===== src/rtl/flag_ctx_reg_if.sv =====
// Bundles the control and status signals of the EX-stage flag register.
// The decoder/ALU side uses the master modport; the register uses slave.
interface flag_ctx_reg_if #(
  parameter int NFLAGS = 4,
  parameter int DEPTH  = 4,
  parameter int LW     = $clog2(DEPTH + 1)
);
  logic              stall;
  logic [NFLAGS-1:0] flag_in;
  logic [NFLAGS-1:0] upd_mask;
  logic              wr_en;
  logic [NFLAGS-1:0] wr_data;
  logic              push;
  logic              pop;
  logic              err_clr;
  logic [NFLAGS-1:0] flags;
  logic [LW-1:0]     level;
  logic              full;
  logic              empty;
  logic              ovf_err;
  logic              unf_err;
  logic              cfl_err;

  modport master (
    output stall, flag_in, upd_mask, wr_en, wr_data, push, pop, err_clr,
    input  flags, level, full, empty, ovf_err, unf_err, cfl_err
  );

  modport slave (
    input  stall, flag_in, upd_mask, wr_en, wr_data, push, pop, err_clr,
    output flags, level, full, empty, ovf_err, unf_err, cfl_err
  );
endinterface


===== src/rtl/flag_ctx_reg.sv =====
// Parametrised condition-flag register with per-bit update masking, stall
// hold, direct write and a LIFO shadow stack for trap entry/return.
module flag_ctx_reg #(
  parameter int NFLAGS = 4,
  parameter int DEPTH  = 4,
  parameter int LW     = $clog2(DEPTH + 1)
) (
  input  logic          clk,
  input  logic          rst_n,
  flag_ctx_reg_if.slave bus
);

  logic [NFLAGS-1:0] flags_q, flags_d;
  logic [LW-1:0]     level_q, level_d;
  logic [NFLAGS-1:0] stack_q [DEPTH];
  logic              ovf_q, ovf_d;
  logic              unf_q, unf_d;
  logic              cfl_q, cfl_d;

  logic              full, empty;
  logic              push_req, pop_req, conflict;
  logic              push_ok, pop_ok;
  logic [NFLAGS-1:0] top_flags;

  assign full  = (level_q == LW'(DEPTH));
  assign empty = (level_q == '0);

  // A lone push or pop is a stack request; both together is a conflict and
  // suppresses the stack operation entirely.
  assign push_req = !bus.stall && bus.push && !bus.pop;
  assign pop_req  = !bus.stall && bus.pop  && !bus.push;
  assign conflict = !bus.stall && bus.push && bus.pop;
  assign push_ok  = push_req && !full;
  assign pop_ok   = pop_req  && !empty;

  // Select the top-of-stack entry (index level-1) without a narrowing index.
  always_comb begin
    top_flags = '0;
    for (int i = 0; i < DEPTH; i++) begin
      if (level_q == LW'(i + 1)) top_flags = stack_q[i];
    end
  end

  // Next-state for flags, level and the sticky error bits.
  always_comb begin
    flags_d = flags_q;
    level_d = level_q;
    ovf_d   = ovf_q;
    unf_d   = unf_q;
    cfl_d   = cfl_q;
    if (!bus.stall) begin
      if (pop_ok)          flags_d = top_flags;
      else if (bus.wr_en)  flags_d = bus.wr_data;
      else                 flags_d = (bus.flag_in & bus.upd_mask) | (flags_q & ~bus.upd_mask);

      if (push_ok)         level_d = level_q + LW'(1);
      else if (pop_ok)     level_d = level_q - LW'(1);

      // A set condition in the same cycle as err_clr leaves the bit set.
      if (bus.err_clr) begin
        ovf_d = 1'b0;
        unf_d = 1'b0;
        cfl_d = 1'b0;
      end
      if (push_req && full)  ovf_d = 1'b1;
      if (pop_req && empty)  unf_d = 1'b1;
      if (conflict)          cfl_d = 1'b1;
    end
  end

  // State registers; stack storage is cleared on reset.
  always_ff @(posedge clk or negedge rst_n) begin
    if (!rst_n) begin
      flags_q <= '0;
      level_q <= '0;
      ovf_q   <= 1'b0;
      unf_q   <= 1'b0;
      cfl_q   <= 1'b0;
      for (int i = 0; i < DEPTH; i++) stack_q[i] <= '0;
    end else begin
      flags_q <= flags_d;
      level_q <= level_d;
      ovf_q   <= ovf_d;
      unf_q   <= unf_d;
      cfl_q   <= cfl_d;
      // A push stores the pre-update flags at the current level.
      for (int i = 0; i < DEPTH; i++) begin
        if (push_ok && level_q == LW'(i)) stack_q[i] <= flags_q;
      end
    end
  end

  assign bus.flags   = flags_q;
  assign bus.level   = level_q;
  assign bus.full    = full;
  assign bus.empty   = empty;
  assign bus.ovf_err = ovf_q;
  assign bus.unf_err = unf_q;
  assign bus.cfl_err = cfl_q;

endmodule


===== src/flat_wrapper.sv =====
// flat-port wrapper written by rule: the top's interface ports become plain ports
module flag_ctx_reg_flat 
#(
  parameter int NFLAGS = 4,
  parameter int DEPTH  = 4,
  parameter int LW     = $clog2(DEPTH + 1)
)
  (clk, rst_n, bus_stall, bus_flag_in, bus_upd_mask, bus_wr_en, bus_wr_data, bus_push, bus_pop, bus_err_clr, bus_flags, bus_level, bus_full, bus_empty, bus_ovf_err, bus_unf_err, bus_cfl_err);
  flag_ctx_reg_if #(.NFLAGS(NFLAGS), .DEPTH(DEPTH), .LW(LW)) bus_i ();
  input  logic clk;
  input  logic rst_n;
  input wire logic [$bits(bus_i.stall)-1:0] bus_stall;
  input wire logic [$bits(bus_i.flag_in)-1:0] bus_flag_in;
  input wire logic [$bits(bus_i.upd_mask)-1:0] bus_upd_mask;
  input wire logic [$bits(bus_i.wr_en)-1:0] bus_wr_en;
  input wire logic [$bits(bus_i.wr_data)-1:0] bus_wr_data;
  input wire logic [$bits(bus_i.push)-1:0] bus_push;
  input wire logic [$bits(bus_i.pop)-1:0] bus_pop;
  input wire logic [$bits(bus_i.err_clr)-1:0] bus_err_clr;
  output wire logic [$bits(bus_i.flags)-1:0] bus_flags;
  output wire logic [$bits(bus_i.level)-1:0] bus_level;
  output wire logic [$bits(bus_i.full)-1:0] bus_full;
  output wire logic [$bits(bus_i.empty)-1:0] bus_empty;
  output wire logic [$bits(bus_i.ovf_err)-1:0] bus_ovf_err;
  output wire logic [$bits(bus_i.unf_err)-1:0] bus_unf_err;
  output wire logic [$bits(bus_i.cfl_err)-1:0] bus_cfl_err;
  assign bus_i.stall = bus_stall;
  assign bus_i.flag_in = bus_flag_in;
  assign bus_i.upd_mask = bus_upd_mask;
  assign bus_i.wr_en = bus_wr_en;
  assign bus_i.wr_data = bus_wr_data;
  assign bus_i.push = bus_push;
  assign bus_i.pop = bus_pop;
  assign bus_i.err_clr = bus_err_clr;
  assign bus_flags = bus_i.flags;
  assign bus_level = bus_i.level;
  assign bus_full = bus_i.full;
  assign bus_empty = bus_i.empty;
  assign bus_ovf_err = bus_i.ovf_err;
  assign bus_unf_err = bus_i.unf_err;
  assign bus_cfl_err = bus_i.cfl_err;
  flag_ctx_reg #(.NFLAGS(NFLAGS), .DEPTH(DEPTH), .LW(LW)) u_core (.clk(clk), .rst_n(rst_n), .bus(bus_i));
endmodule

===== config.mk =====
export PLATFORM = sky130hd
export DESIGN_NAME = flag_ctx_reg_flat
export DESIGN_NICKNAME = d
export VERILOG_FILES = /design/src/rtl/flag_ctx_reg_if.sv /design/src/rtl/flag_ctx_reg.sv /design/src/flat_wrapper.sv
export SDC_FILE = /design/constraint.sdc
export NUM_CORES = 1
export LEC_CHECK = 0
export BUFFER_PORTS_ARGS = -buffer_cell sky130_fd_sc_hd__buf_4
export CORE_ASPECT_RATIO = 0.75
export CORE_MARGIN = 2
export CORE_UTILIZATION = 53
export CTS_CLUSTER_SIZE = 10
export DETAILED_ROUTE_END_ITERATION = 10
export PLACE_DENSITY_LB_ADDON = 0.05
export SETUP_SLACK_MARGIN = 0.1
export SYNTH_ARGS = -nofsm -noshare
export SYNTH_HDL_FRONTEND = slang
export SYNTH_SLANG_ARGS = --single-unit

===== constraint.sdc =====
create_clock -name clk -period 2.55 [get_ports clk]
set_input_delay 0.255 -clock clk [delete_from_list [all_inputs] [get_ports clk]]
set_output_delay 0.255 -clock clk [all_outputs]
set_load 0.02 [all_outputs]

* After elaboration in Yosys (flattened, before gate mapping) *
Index checks and enable logic that the tools add are counted.
W data, S select, Z words.

word-level totals
  register bits after elaboration = 26
  output and inout bits = 12

cells by class
  $add $sub $neg = 2
  equality and inequality tests = 4
  mux-type cells = 12
  bitwise logic cells = 5
  reductions and logical operators = 27

operator list
  operator               number
  $mux W4                6
  $logic_and A1 B1 Y1    13
  $and A4 B4 Y4          2
  $reduce_and A2 Y1      4
  $reduce_bool A2 Y1     4
  $eq A3 B2 Y1 const B   2
  $mux W3                2
  $logic_not A1 Y1       5
  $mux W1                4
  $not A4 Y4             1
  $or A4 B4 Y4           1
  $add A3 B1 Y3 const B  1
  $eq A3 B1 Y1 const B   1
  $eq A3 B3 Y1 const B   1
  $logic_not A3 Y1       1
  $sub A3 B1 Y3 const B  1
  $not A1 Y1             1

* Depth between registers and ports, before layout *
Gate-level depths: netlist of the first run.

  depth in word-level cells = 6
  depth in mapped cells = 7
  mapped depth without buffers = 6

* Least setup slack after synthesis of the first run *
No wires, ideal clock.

  path kind = register to register
  from = reg u_core.level_q[2], in the netlist u_core.bus.level[2]
  to = reg with a tool-made name
  setup time = 73 ps
  arrival = 1832 ps
  required time = 2477 ps
  slack = 645 ps
  cell stages (with the launch flop) = 8
  path buffers = 1
  cells stage by stage = dfrtp_1 buf_6 inv_1 ha_1 nor4b_4 a222oi_1 a211o_1 a2bb2oi_2

RTL lines
  element                 RTL line            text
  from (decl)             flag_ctx_reg.sv:14  logic [LW-1:0] level_q, level_d;
  from (signal assigned)  flag_ctx_reg.sv:82  level_q <= level_d;

==> results of run 1 <==
[power by group]
part | internal [uW] | leakage (uW) | total (uW) | switching (uW)
Combinational | 308 | 0.000470 | 620 | 312
Sequential | 566 | 0.000329 | 703 | 137
Clock | 87.4 | 0.0000210 | 209 | 122
[layout make-up]
cell class,count,area share (%)
tap,36,2.634
timing repair buffer,31,13.75
clock buffer,4,2.121
multi-input combinational,90,42.14
inverter,6,1.317
sequential,26,38.04
[cell families (layout without fill, tap and decap cells)]
kind of cell / after synthesis / after routing / share of synthesized area (%)
mux: 17 / 17 / 13.40
buf+inv: 10 / 41 / 3.351
xor+xnor: 2 / 2 / 1.235
compound gates: 29 / 29 / 16.76
flops: 26 / 26 / 45.86
fa+ha+maj: 6 / 6 / 5.291
simple gates: 36 / 36 / 14.11
[critical path: stages, from the launching register on]
cell	delay [ns]
dfrtp_1	0.59
inv_1	0.18
ha_1	0.34
nor3b_1	0.51
nand2_1	0.11
a211o_1	0.29
a2bb2oi_2	0.15
[final timing paths]
check / end / slack, ns / cells after the start
min in group asynchronous: u_core.bus.level[1] / 0.35 / 2
hold / removal: u_core.bus.cfl_err / 0.20 / 2
hold reg to reg: u_core.bus.cfl_err / 0.51 / 1
setup reg to reg: register / 0.33 / 6
setup / recovery: register / 0.33 / 6
max in group asynchronous: u_core.bus.level[2] / 1.95 / 2
[routing by layer]
| metal | global-route usage [%] | vias to the layer above |
|---|---|---|
| met5 | 0 | - |
| li1 | - | 517 |
| met2 | 31.75 | 31 |
| met3 | 5.774 | 2 |
| met1 | 30.29 | 510 |
| met4 | 2.174 | 0 |
[cell usage in the layout, fill, tap and decap left out, types with 2 or more instances in the layout]
cell type  synthesis  final
nand3_1            4      4
o21ai_0            4      4
a21oi_1            8      8
a22o_1             2      2
inv_1              6      6
dfrtp_1           26     26
clkbuf_4           0      3
nand2_1           15     15
buf_4              0     30
nor2_1             8      8
a211o_1            4      4
a222oi_1           4      4
a2bb2oi_2          4      4
xnor2_1            2      2
nor2b_1            4      4
ha_1               6      6
mux2_2            15     15
[per-stage QoR]
stage	utilization [%]	hold WS, ns	worst slack (ns)	area (um2)	power (uW)
finish	66.23	0.2001	0.3276	1710	1532
global route	66.23	0.1857	0.2138	1710	1636
CTS	66.23	0.2043	0.3509	1710	1537
detailed placement	64.44	0.1779	0.3643	1664	1329
global placement	64.44	0.1734	0.6119	1664	1300
floorplan	-	-0.04059	0.6455	1419	1122
==> results.md, run 1 <==
* Startpoint type of the worst setup path: register
* Clk sinks at 26
* Post-CTS Setup Bufs at 0
* Final critical-path required period at ~2.2 ns
* Vias in the first global route at about 1,000
* Top sig layer: met4
* Post-synthesis sequential area ratio at between 40% and 50%
* Clock buffer depth at 2
* Met1 WL at 1.455 mm
* Syn-to-layout area delta at 20.55%
* Status: finished clean
* Mapped Cells at 126
* HP Start: bus_push
* Critical path type: register to register
* Vias per cell at roughly 5.5
* Starting density of the core at between 50% and 60%
* Metal3 WL at around 150 um
* Synth top area cells: dfrtp_1 46%, mux2_2 12%, ha_1 5.3%
* Ys Warns at 0
* Largest net degree at the start of global routing at 27
* Top FF cell, synth: dfrtp_1
* DRT iter0 DRCs at around 70
* Gpl congestion at between 0.7 and 0.8
* Worst r2r src: u_core.bus.level[2]
* Core area at ~2600 um2
* Synth cell types at 28
* Yosys reg bits at 26
* Top-count cell post-synth: dfrtp_1
* Initial antenna violation count at 0
* Final Setup Violations at 0
* Post-Syn Nets at about 150
* Antenna Nets Post-Route at 0
* Pre-antenna DRT Iters at 4
* Post-cts resize count at 0
* Critical Path End Type: register
* H-Tree Depth at 1
* RSZ-0062 raised after global routing: no
* Fin nets at 183
* Area of the multi-input gates at 720.7 um2
* Hold_buf cts at 1
* Met2 WL post-DR at roughly 1.3 mm
* CTS tree: yes
* Die area at roughly 3100 um2
* Root Buffer: clkbuf_4
* Total Routing Usage GR at about a fifth
* Via count at 1,060
* Arr. time, crit path at ~2.5 ns
* Fin Clk Skew at 0.009456 ns
* Critical Path Fanout Max at 10
* Num ports at 31
* FF/Latch Area at approximately 650 um2
* CP startpoint: u_core.bus.level[2]
* Mean post-synth cell area at roughly 11 um2
* Pwr per Cell Area at ~900 nW/um2
* Hold Path Class: input pin to register
* Fin. Hold Viols at 0
* Setup TNS at 0 ns
* DRC errors left at 0
* Fmax at approximately 0.45 GHz
* Tcrit/Tclk final at 87.15%
* Die X at between 60 and 70 um
* Peak VDD IR at roughly 0.43 mV
* CP required at approximately 2.8 ns
* Die height at 48.81 um
* First-pass GRT wire length at 4.885 mm
* Netlist Area Pre-Place at 1419 um2
* Total wire length at slightly below 3 mm
* Worst-margin pin slew at around 0.55 ns
* FP Rows at 16
* Clock Pin Slew Worst Setup and Hold Paths at 0.14 ns
* Clock insertion delay at the later pin of the skew report at approximately 0.33 ns
* DP Wirelength at 2.278 mm
* Final slew viol count at 0
* IO buf count at 30
* Yosys top cell area share at between 40% and 50%
* Share of cells above drive strength 1 at roughly 36%
* WL/cell at 15.35 um
* Max Cap Viol at 0
* Leakage at approximately 0.0008 uW
* # diodes at 0
* Cell taking the most area after synthesis: dfrtp_1
* Inst Count DP at 188
* GRT Residual Overflow at 0
* Number of fill cells at roughly 210
* Fin cells at about 190
* Max transition margin at between 60% and 70%
* Async set-reset flop share out of synthesis at between 90% and 100%
* Synth cell count leaders: 26 x dfrtp_1, 15 x mux2_2, 15 x nand2_1
* EDFF count, synth at 0
* Cts bufs inserted at 3
No activity file was read; power rests on OpenSTA's default activity.
==> run 2: changes to the inputs <==
--- a/config.mk
+++ b/config.mk
@@ -7,7 +7,7 @@
 export LEC_CHECK = 0
 export BUFFER_PORTS_ARGS = -buffer_cell sky130_fd_sc_hd__buf_4
 export CORE_ASPECT_RATIO = 0.75
-export CORE_MARGIN = 2
+export CORE_MARGIN = 4
 export CORE_UTILIZATION = 53
 export CTS_CLUSTER_SIZE = 10
 export DETAILED_ROUTE_END_ITERATION = 10
==> run 2 against run 1 <==
- global-route usage down 1.0 points
- total power down 0.22%
- routed wire length up 4.4%
- non-clock buffer count unchanged
- cell count down 1.0%
- sequential power up 0.6%
- die area up 15%
- via count up 0.38%
- worst setup slack better by 0.10 ns
- sequential share of layout area up 0.056 points
- clock skew down 0.00073 ns
- largest cell class unchanged
- highest routed layer unchanged
==> results.md, run 2 (synthesis gave the netlist of run 1 again) <==
* Die height at 52.81 um (+8.2%)
* Die area at 3578 um2 (+15%)
* Peak VDD IR at 0.6095 mV (+41%)
* Arr. time, crit path at 2.37 ns (-0.12 ns)
* DP Wirelength at 2.425 mm (+6.4%)
* Cts bufs inserted at 3 (unchanged)
* First-pass GRT wire length at 5.140 mm (+5.2%)
* Worst path max stage delay at 0.57 ns (-0.02 ns)
* Antenna Nets Post-Route at 0 (unchanged)
* Max transition margin at 66.39% (+3.0 points)
* GRT Residual Overflow at 0 (unchanged)
* Worst-margin pin slew at 0.5031 ns (-0.04521 ns)
* Crit path max-delay family: simple AND/OR/NAND/NOR gates
* Syn-to-layout area delta at 20.37%
* Fin Clk Skew at 0.008729 ns (-0.0007276 ns)
* Max Cap Viol at 0 (unchanged)
* Final setup margin at 0.4314 ns (+0.1038 ns)
* Clock insertion delay at the later pin of the skew report at 0.32 ns (about the same)
* Final Setup Violations at 0 (unchanged)
* Worst r2r src: u_core.bus.level[2]
* Fin cells at 191 (-1.0%)
* FP Rows at 15 (-1)
* Core area at 2421 um2 (-6.3%)
* Leakage at 0.0008198 uW (unchanged)
* DRT iter0 DRCs at 58 (-16%)
* Status: finished clean
* Post-cts resize count at 0 (unchanged)
* Root Buffer: clkbuf_4
* CP max-delay cell: dfrtp_1
* Via count at 1,064 (+0.38%)
* CP startpoint: u_core.bus.level[2]
* Gpl congestion at 0.8145 (+3.0%)
* H-Tree Depth at 1 (unchanged)
* Final slew viol count at 0 (unchanged)
* Metal3 WL at 160 um (+6.7%)
* Initial antenna violation count at 0 (unchanged)
* Total Routing Usage GR at 19.61% (-1.0 points)
* Dpl ws at 0.4751 ns (+0.1108 ns)
* # diodes at 0 (unchanged)
* Hold slack at 0.2164 ns (+0.01629 ns)
* Inst Count DP at 186 (-1.1%)
* Number of fill cells at 170 (-20%)
* Tcrit/Tclk final at 83.08% (-4.1 points)
* Die X at 67.75 um (+6.3%)
* Share of cells above drive strength 1 at 35.67% (unchanged)
* HP Start: bus_push
* RSZ-0062 raised after global routing: no
* Vias per cell at 5.571 (+1.4%)
* Clock buffer depth at 2 (unchanged)
* Commonest non-fill, non-tap cells in the layout: 30 x buf_4, 26 x dfrtp_1, 15 x nand2_1, 15 x mux2_2
* Met1 WL at 1.496 mm (+2.8%)
* Vias in the first global route at 1,039 (+5.9%)
* Fmax at 0.4720 GHz (+4.9%)
* Starting density of the core at 58.60% (+3.7 points)
* Hold Path Class: input pin to register
* Leading cell type in the layout, fill and taps excluded: buf_4
* DRC errors left at 0 (unchanged)
* Startpoint type of the worst setup path: register
* CTS tree: yes
* Clk sinks at 26 (unchanged)
* Num ports at 31 (unchanged)
* Pre-antenna DRT Iters at 4 (unchanged)
* Fin nets at 183 (unchanged)
* Setup TNS at 0 ns (unchanged)
* WL/cell at 16.18 um (+5.4%)
* Worst path cell trace: inv_1 -> ha_1 -> nor3b_1 -> nand2_1 -> a211o_1 -> a2bb2oi_2
* Top sig layer: met4
* Pwr per Cell Area at 895.0 nW/um2 (about the same)
* Clock Pin Slew Worst Setup and Hold Paths at 0.13 ns (about the same)
* Largest net degree at the start of global routing at 27 (unchanged)
* Critical Path Fanout Max at 10 (unchanged)
* IO buf count at 30 (unchanged)
* Met2 WL post-DR at 1.426 mm (+5.9%)
* Critical Path End Type: register
* Total wire length at 3.091 mm (+4.4%)
* Fin. Hold Viols at 0 (unchanged)
* Worst path buffer plus inverter count at 1 (unchanged)
* Final critical-path required period at 2.119 ns (-0.1038 ns)
* Critical path type: register to register
* CP required at 2.80 ns (about the same)
[run 2: layer usage]
layer	track usage, %	vias to the layer above
li1	-	522
met2	30.53	26
met1	27.92	514
met3	5.365	2
met5	0	-
met4	2.020	0
[run 2: where the power goes]
group	switching [uW]	internal, uW
combinational	309	308
sequential	141	566
clock	117	87.3
total	567	962
[run 2: worst register-to-register path: stages, from the launching register on]
cell,delay [ns]
dfrtp_1,0.57
inv_1,0.16
ha_1,0.33
nor3b_1,0.47
nand2_1,0.11
a211o_1,0.29
a2bb2oi_2,0.14
[run 2: what timing repair did]
action / CTS / global route
setup buffers: 0 / 0
hold endpoints to repair: 26 / 0
hold buffers: 1 / 0
[run 2: cell type report]
cell class	count	area [um2]	area share, %
clock buffers	4	36.28	2.125
inverters	6	22.52	1.319
multi-input cells	90	720.7	42.20
flip-flops and latches	26	650.6	38.10
well taps	34	42.54	2.491
repair buffers	31	235.2	13.77
[run 2: worst paths after layout]
path                                           end  slack, ns  cells past startpoint
worst max-delay path                      register       0.43                      6
worst min-delay path            u_core.bus.cfl_err       0.22                      2
worst max register to register            register       0.43                      6
worst min register to register  u_core.bus.unf_err       0.52                      1
max in group asynchronous                async pin       1.94                      2
min in group asynchronous        u_core.stack_q[4]       0.35                      2
[run 2: through the flow]
step	cell area [um2]	utilization [%]	total power, uW
6_report	1708	70.54	1529
5_1_grt	1708	70.54	1641
4_1_cts	1708	70.54	1537
3_5_place_dp	1662	68.63	1330
3_3_place_gp	1662	68.63	1302
2_1_floorplan	1419	-	1122
